### config.mk
export PLATFORM = sky130hd
export DESIGN_NAME = scale_seq
export DESIGN_NICKNAME = d
export VERILOG_FILES = /design/src/rtl/scale_seq.sv
export SDC_FILE = /design/constraint.sdc
export NUM_CORES = 2
export LEC_CHECK = 0
export BUFFER_PORTS_ARGS = -buffer_cell sky130_fd_sc_hd__buf_4
export CAP_MARGIN = 40
export CORE_AREA = 2 2 445 447
export CTS_BUF_LIST = sky130_fd_sc_hd__clkbuf_8
export DETAILED_ROUTE_END_ITERATION = 6
export DIE_AREA = 0 0 447 449
export PLACE_DENSITY = 0.38
export SLEW_MARGIN = 5
export SYNTH_ARGS = -nofsm -noshare
export SYNTH_HDL_FRONTEND = slang
export SYNTH_SLANG_ARGS = --single-unit
### constraint.sdc
create_clock -name clk -period 13.9 [get_ports clk]
set_input_delay 0 -clock clk [delete_from_list [all_inputs] [get_ports clk]]
set_output_delay 0 -clock clk [all_outputs]
set_load 0.005 [all_outputs]
### src/rtl/scale_seq.sv
// Scales a LANES-wide FP32 score vector by 1/sqrt(d_k) through one shared divider core,
// issuing lanes in order over the divider's stb/ack handshake and collecting the quotients.
module scale_seq #(
    parameter int              LANES   = 16,
    parameter int              DW      = 32,
    parameter logic [DW-1:0]   DIVISOR = 32'h40B504F3
) (
    input  logic                clk,
    input  logic                rst,
    input  logic                in_valid,
    output logic                in_ready,
    input  logic [LANES*DW-1:0] score,
    output logic                out_valid,
    input  logic                out_ready,
    output logic [LANES*DW-1:0] scaled_score,
    output logic                done,
    output logic                busy,
    output logic [DW-1:0]       div_a,
    output logic [DW-1:0]       div_b,
    output logic                div_a_stb,
    output logic                div_b_stb,
    input  logic                div_a_ack,
    input  logic                div_b_ack,
    input  logic [DW-1:0]       div_z,
    input  logic                div_z_stb,
    output logic                div_z_ack
);
    localparam int              LW   = (LANES > 1) ? $clog2(LANES) : 1;
    localparam logic [LW-1:0]   LAST = LW'(LANES - 1);

    typedef enum logic [1:0] {IDLE, LOAD, WAIT_Z, DONE} state_t;

    state_t                state, state_nxt;
    logic [LW-1:0]         lane;
    logic [LANES*DW-1:0]   vec;
    logic                  done_q;
    logic                  accept;

    assign accept    = (state == IDLE) && in_valid;
    assign in_ready  = (state == IDLE);
    assign out_valid = (state == DONE);
    assign busy      = (state == LOAD) || (state == WAIT_Z);
    assign div_z_ack = (state == WAIT_Z);
    assign done      = done_q;
    assign div_a     = vec[int'(lane)*DW +: DW];
    assign div_b     = DIVISOR;

    always_comb begin
        // NOTE: state_nxt gets a default before the case so no path leaves it unassigned (no latch).
        state_nxt = state;
        case (state)
            IDLE:    if (in_valid) state_nxt = LOAD;
            // Each operand strobe is either already retired or transferring this cycle.
            LOAD:    if ((!div_a_stb || div_a_ack) && (!div_b_stb || div_b_ack)) state_nxt = WAIT_Z;
            WAIT_Z:  if (div_z_stb) state_nxt = (lane == LAST) ? DONE : LOAD;
            DONE:    if (out_ready) state_nxt = IDLE;
            default: state_nxt = IDLE;
        endcase
    end

    always_ff @(posedge clk) begin
        if (rst) state <= IDLE;
        else     state <= state_nxt;
    end

    // NOTE: the latched vector is pure data written only on accept, so it carries no reset.
    always_ff @(posedge clk) begin
        if (accept) vec <= score;
    end

    always_ff @(posedge clk) begin
        if (rst) begin
            lane         <= '0;
            div_a_stb    <= 1'b0;
            div_b_stb    <= 1'b0;
            done_q       <= 1'b0;
            scaled_score <= '0;
        end else begin
            done_q <= (state == WAIT_Z) && (state_nxt == DONE);
            if (accept) lane <= '0;

            if (state != LOAD && state_nxt == LOAD) begin
                div_a_stb <= 1'b1;
                div_b_stb <= 1'b1;
            end else begin
                if (div_a_ack) div_a_stb <= 1'b0;
                if (div_b_ack) div_b_stb <= 1'b0;
            end

            if (state == WAIT_Z && div_z_stb) begin
                scaled_score[int'(lane)*DW +: DW] <= div_z;
                if (lane != LAST) lane <= lane + LW'(1);
            end
        end
    end
endmodule
# == Yosys cells after proc, flatten, opt, wreduce, memory -nomap -nowiden ==
# Cells that the tools add are included.
# op_classes
n_addsub,2
multipliers,0
div_mod_pow,0
n_lt_le_gt_ge,0
eq_ne,8
shift,3
mux,14
n_bitwise,0
n_reduce_logical,13
# ops
cell,count
512-bit bitwise mux,1
"32-bit by 33-bit variable shift with 512-bit output, first input constant",1
32-bit by 33-bit variable part select with 512-bit output,1
512-bit by 10-bit variable part select with 32-bit output,1
9-bit negator with 33-bit output,1
4-bit 2-to-1 mux,3
2-bit 2-to-1 mux,5
2-bit one-hot mux with 4 select lines,1
"2-bit == test, second input constant",3
1-bit logical AND,5
"4-bit by 1-bit adder with 4-bit output, second input constant",1
"2-bit by 1-bit == test with 1-bit output, second input constant",2
"4-bit == test, second input constant",1
1-bit 2-to-1 mux,4
"4-bit != test, second input constant",1
2-bit nonzero test,2
1-bit logical OR,3
1-bit zero test,2
2-bit zero test,1
"2-bit by 1-bit != test with 1-bit output, second input constant",1
# totals
register_bits,1033
latch_bits,0
ram_bits,0
mem_bits_ro,0
wordCells,47
n_memories,0

# == Logic depth before layout (Yosys ltp) ==
# logic_depth
word_depth,8
ltp_mapped,13
depth_no_buf,6

# == Worst setup path after synthesis ==
# OpenSTA, ideal clock, no wires.
# synth_path
path_type,flip-flop to flip-flop
startpoint,register state[1]
endpoint,register lane[3]
setup_ns,0.132
arrival_time_ns,12.108
t_required_ns,13.768
path_slack_ns,1.660
stages_incl_launch_ff,7
period_less_slack_ns,12.240
cell_sequence,dfxtp_1 > inv_1 > ha_1 > nand2_1 > inv_1 > a221o_1 > a21oi_1
# synth_between
elab_chain_cells,5
word_cells_on_any_way,7
cone_classes,1 x eq/ne; 3 x mux; 3 x reduce/logical
# synth_rtl
element,line_no,source
from (decl),33,"state_t state, state_nxt;"
from (signal assigned),63,else state <= state_nxt;
2-bit zero test (*),-,
net in_ready,11,"output logic in_ready,"
1-bit logical AND (*),39,assign accept = (state == IDLE) && in_valid;
net accept,37,logic accept;
4-bit 2-to-1 mux (*),80,if (accept) lane <= '0;
4-bit 2-to-1 mux,92,if (lane != LAST) lane <= lane + LW'(1);
4-bit 2-to-1 mux (*),90,if (state == WAIT_Z && div_z_stb) begin
to (signal assigned),92,
to (decl),34,logic [LW-1:0] lane;
# Mark *: on every way through the listed nets, which the timed path passes. The rest lies on a longest branch.
# A chain may end at the register's enable or synchronous reset.

# == Worst setup path after layout ==
# layout_path
startpoint,register lane[0]
endpoint,output div_a[5]
# layout_between
elab_chain_cells,1
# layout_rtl
element,line_no,source
512-bit by 10-bit variable part select with 32-bit output,45,assign div_a = vec[int'(lane)*DW +: DW];
to (decl),18,"output logic [DW-1:0] div_a,"
# No other way between the ends.

==> run_results.csv <==
group,metric,value,unit
outcome,status,"finished, final reports clean",
yosys,ys_ff_latch,1033,
timing,fin_crit_sh,34.6,%
place,pre_cts_ws,9180,ps
yosys,synth.avg_cell_area,11.7,sq um
routing,first_pass_iters,5,
floorplan,die_w,447,um
yosys,synth-edff-count,512,
layout,final_net_count,6158,
routing,wl_per_cell,24.9,um
layout,fillers,19910,
routing,drtIter0Drc,2596,
floorplan,initial_utilization,20.4,%
setup_path,worstPathArrival,4810,ps
cts,root_buffer,"clkbuf_8",
routing,antenna_left,0,
setup_path,crit_path_max_fanout,59,
layout,drive_gt1_share,27.1,%
grt,grt_pass1_vias,37983,
timing,hold_violations,0,
timing,clock.fmax,0.208,GHz
floorplan,die_area,201000,sq um
cts,clock_latency,950,ps
setup_path,path_class,"reg2out",
cts,cts-htree-levels,4,
power,p_int,5.30,mW
yosys,syn_area,40000,sq um
yosys,synth_cell_type_count,62,
power,irDropWorstVdd,0.0865,mV
cts,clk_pin_slew,60,ps
flow_run,cap_violations,0,
timing,setup-violations-final,0,
hold_path,hold_class,"in2reg",
grt,antenna_found_initial,33,
floorplan,fp.dieH,449,um
yosys,ys_warn_count,0,
power,power.density,107,nW/um^2
yosys,netlist_instances,3432,
setup_path,end_kind,"primary output",
yosys,ys_seq_area_share,64.5,%
power,combinationalPowerShare,10.0,%
layout,final_common_cell,"buf_4",
timing,slew_violations,0,
routing,drc,0,
cts,cts_buffers,194,
grt,grt_max_degree,169,
yosys,synth_async_sr_flop_share,0,%
timing,setup_tns,0,ps
routing,avgViaCountPerCell,4.45,
place,io_buffers,1101,
layout,stdcell_area,66500,sq um
timing,rsz0062_at_grt,"no",
timing,layout_min_cycle_time,4810,ps
floorplan,core-area,196000,sq um
cts,clock-sinks,1033,
cts,postCtsSetupBuffers,0,
power,power_switching,1.81,mW
layout,area_growth,66.2,%
timing,layout_setup_ws,9090,ps
power,p_seq_share,48.2,%
timing,slew_headroom,29.8,%
power,leakagePower,24.7,nW
floorplan,io_pins,1134,
grt,grt.total_usage,20.0,%
power,p_clk_share,41.8,%
floorplan,rows,163,
layout,regArea,25800,sq um
place,placed_area,50900,sq um
yosys,synth_ff_type,"dfxtp_1",
place,routabilityCongestion,0.782,
layout,final_cell_mix,"buf_4, dlygate4sd3_1, dfxtp_1, edfxtp_1, a21oi_1",
routing,num_vias,37438,
layout,finalCoreUtilization,33.9,%
cts,clockBufferDepth,3,
cts,tritoncts,"done",
place,dp_hpwl,134000,um
setup_path,crit_required,13900,ps
grt,grt_first_pass_wirelength,288000,um
timing,clock-skew-final,55.3,ps
routing,wl,209000,um
grt,grt-ovfl-total,0,
timing,worst_slew_pin_slew,1050,ps
power,swShare,25.4,%
layout,multiInputGateArea,12700,sq um
setup_path,startpoint_type,"flop",
==> synth_stat cells, drive strengths merged (3+ instances only) <==
master,instances,area [sq um]
o21ai,279,1400
nand4,259,1620
a22o,20,175
o211ai,4,30.0
ha,9,113
nor2b,11,68.8
nand2,364,1370
nor2,9,33.8
mux4,64,1440
and3,35,219
mux2i,128,1280
clkbuf,230,863
dfxtp,521,10400
nand2b,12,82.6
buf,155,885
a21oi,494,2480
nor3,10,60.1
nand3b,4,30.0
and2,3,18.8
a221oi,64,561
edfxtp,512,15400
nor3b,3,27.5
a22oi,32,240
inv,8,30.0
nand3,171,856
==> worst paths after layout <==
kind,cells after the start,startpoint,endpoint,slack (ps)
min reg2reg,2,scaled_score[243],scaled_score[243],450
max,11,lane[0],div_a[5],9090
min,4,div_z[0],scaled_score[64],150
max reg2reg,8,lane[0],scaled_score[201],9270
==> final cells by class <==
class	count	share of cell area [%]
flip-flops and latches	1033	38.8
repair buffers	2325	31.3
multi-input cells	2035	19.1
well taps	2640	4.97
clock buffers	218	4.51
clock inverters	129	1.16
diodes	23	0.0866
inverters	9	0.0621
==> kinds of logic after synthesis <==
logic type      synth area share [%]
buf+inv                         4.45
fa+ha+maj                      0.282
simple gates                    11.1
xor+xnor                       0.131
flops                           64.5
mux                             6.84
other cells                   0.0188
compound gates                  12.6
==> registers in the layout, summed over array words and instances (netlist names) <==
| register | cells |
|---|---|
| div_a_stb | 1 |
| div_b_stb | 1 |
| done | 1 |
| lane | 4 |
| state | 2 |
| vec | 512 |
| scaled_score | 512 |
==> worst max-delay path, stage by stage, from the launching register on <==
cell and delay (ps):
dfxtp_4 780, buf_4 480, buf_12 270, buf_4 300
buf_16 300, buf_4 270, buf_16 290, mux2i_1 130
a221oi_1 500, o21ai_0 140, nand2_1 100, buf_4 110
==> layer usage <==
metal	routed length (um)	GRT usage, %	vias to the layer above
li1	-	-	17174
met1	79800	22.2	18612
met2	109000	36.2	1349
met3	12800	4.78	301
met4	7820	7.89	2
met5	13	0	-
==> power groups by stage <==
stage          combinational, mW  sequential [mW]  clock [mW]
2_1_floorplan              0.171             3.54           0
3_3_place_gp               0.427             3.49           0
3_5_place_dp               0.432             3.49           0
6_report                   0.711             3.43        2.97
4_1_cts                    0.712             3.43        3.08
5_1_grt                    0.756             3.44        3.20
==> metrics by stage <==
stage                     power, mW  hold WS (ps)  instances
after floorplan                3.71          98.9       3462
after global placement         3.92           178       6879
after detailed placement       3.92           179       6891
after CTS                      7.22          8.94       8381
after global routing           7.39          51.4       8410
final                          7.10           154       8412
==> repair_timing <==
action                                  in CTS  in global routing
endpoints found under the hold margin     1034                  0
hold buffers                              1143                  0
resized for setup                            0                  0
endpoints found under the setup margin       0                  0
No activity file was read; power rests on OpenSTA's default activity.
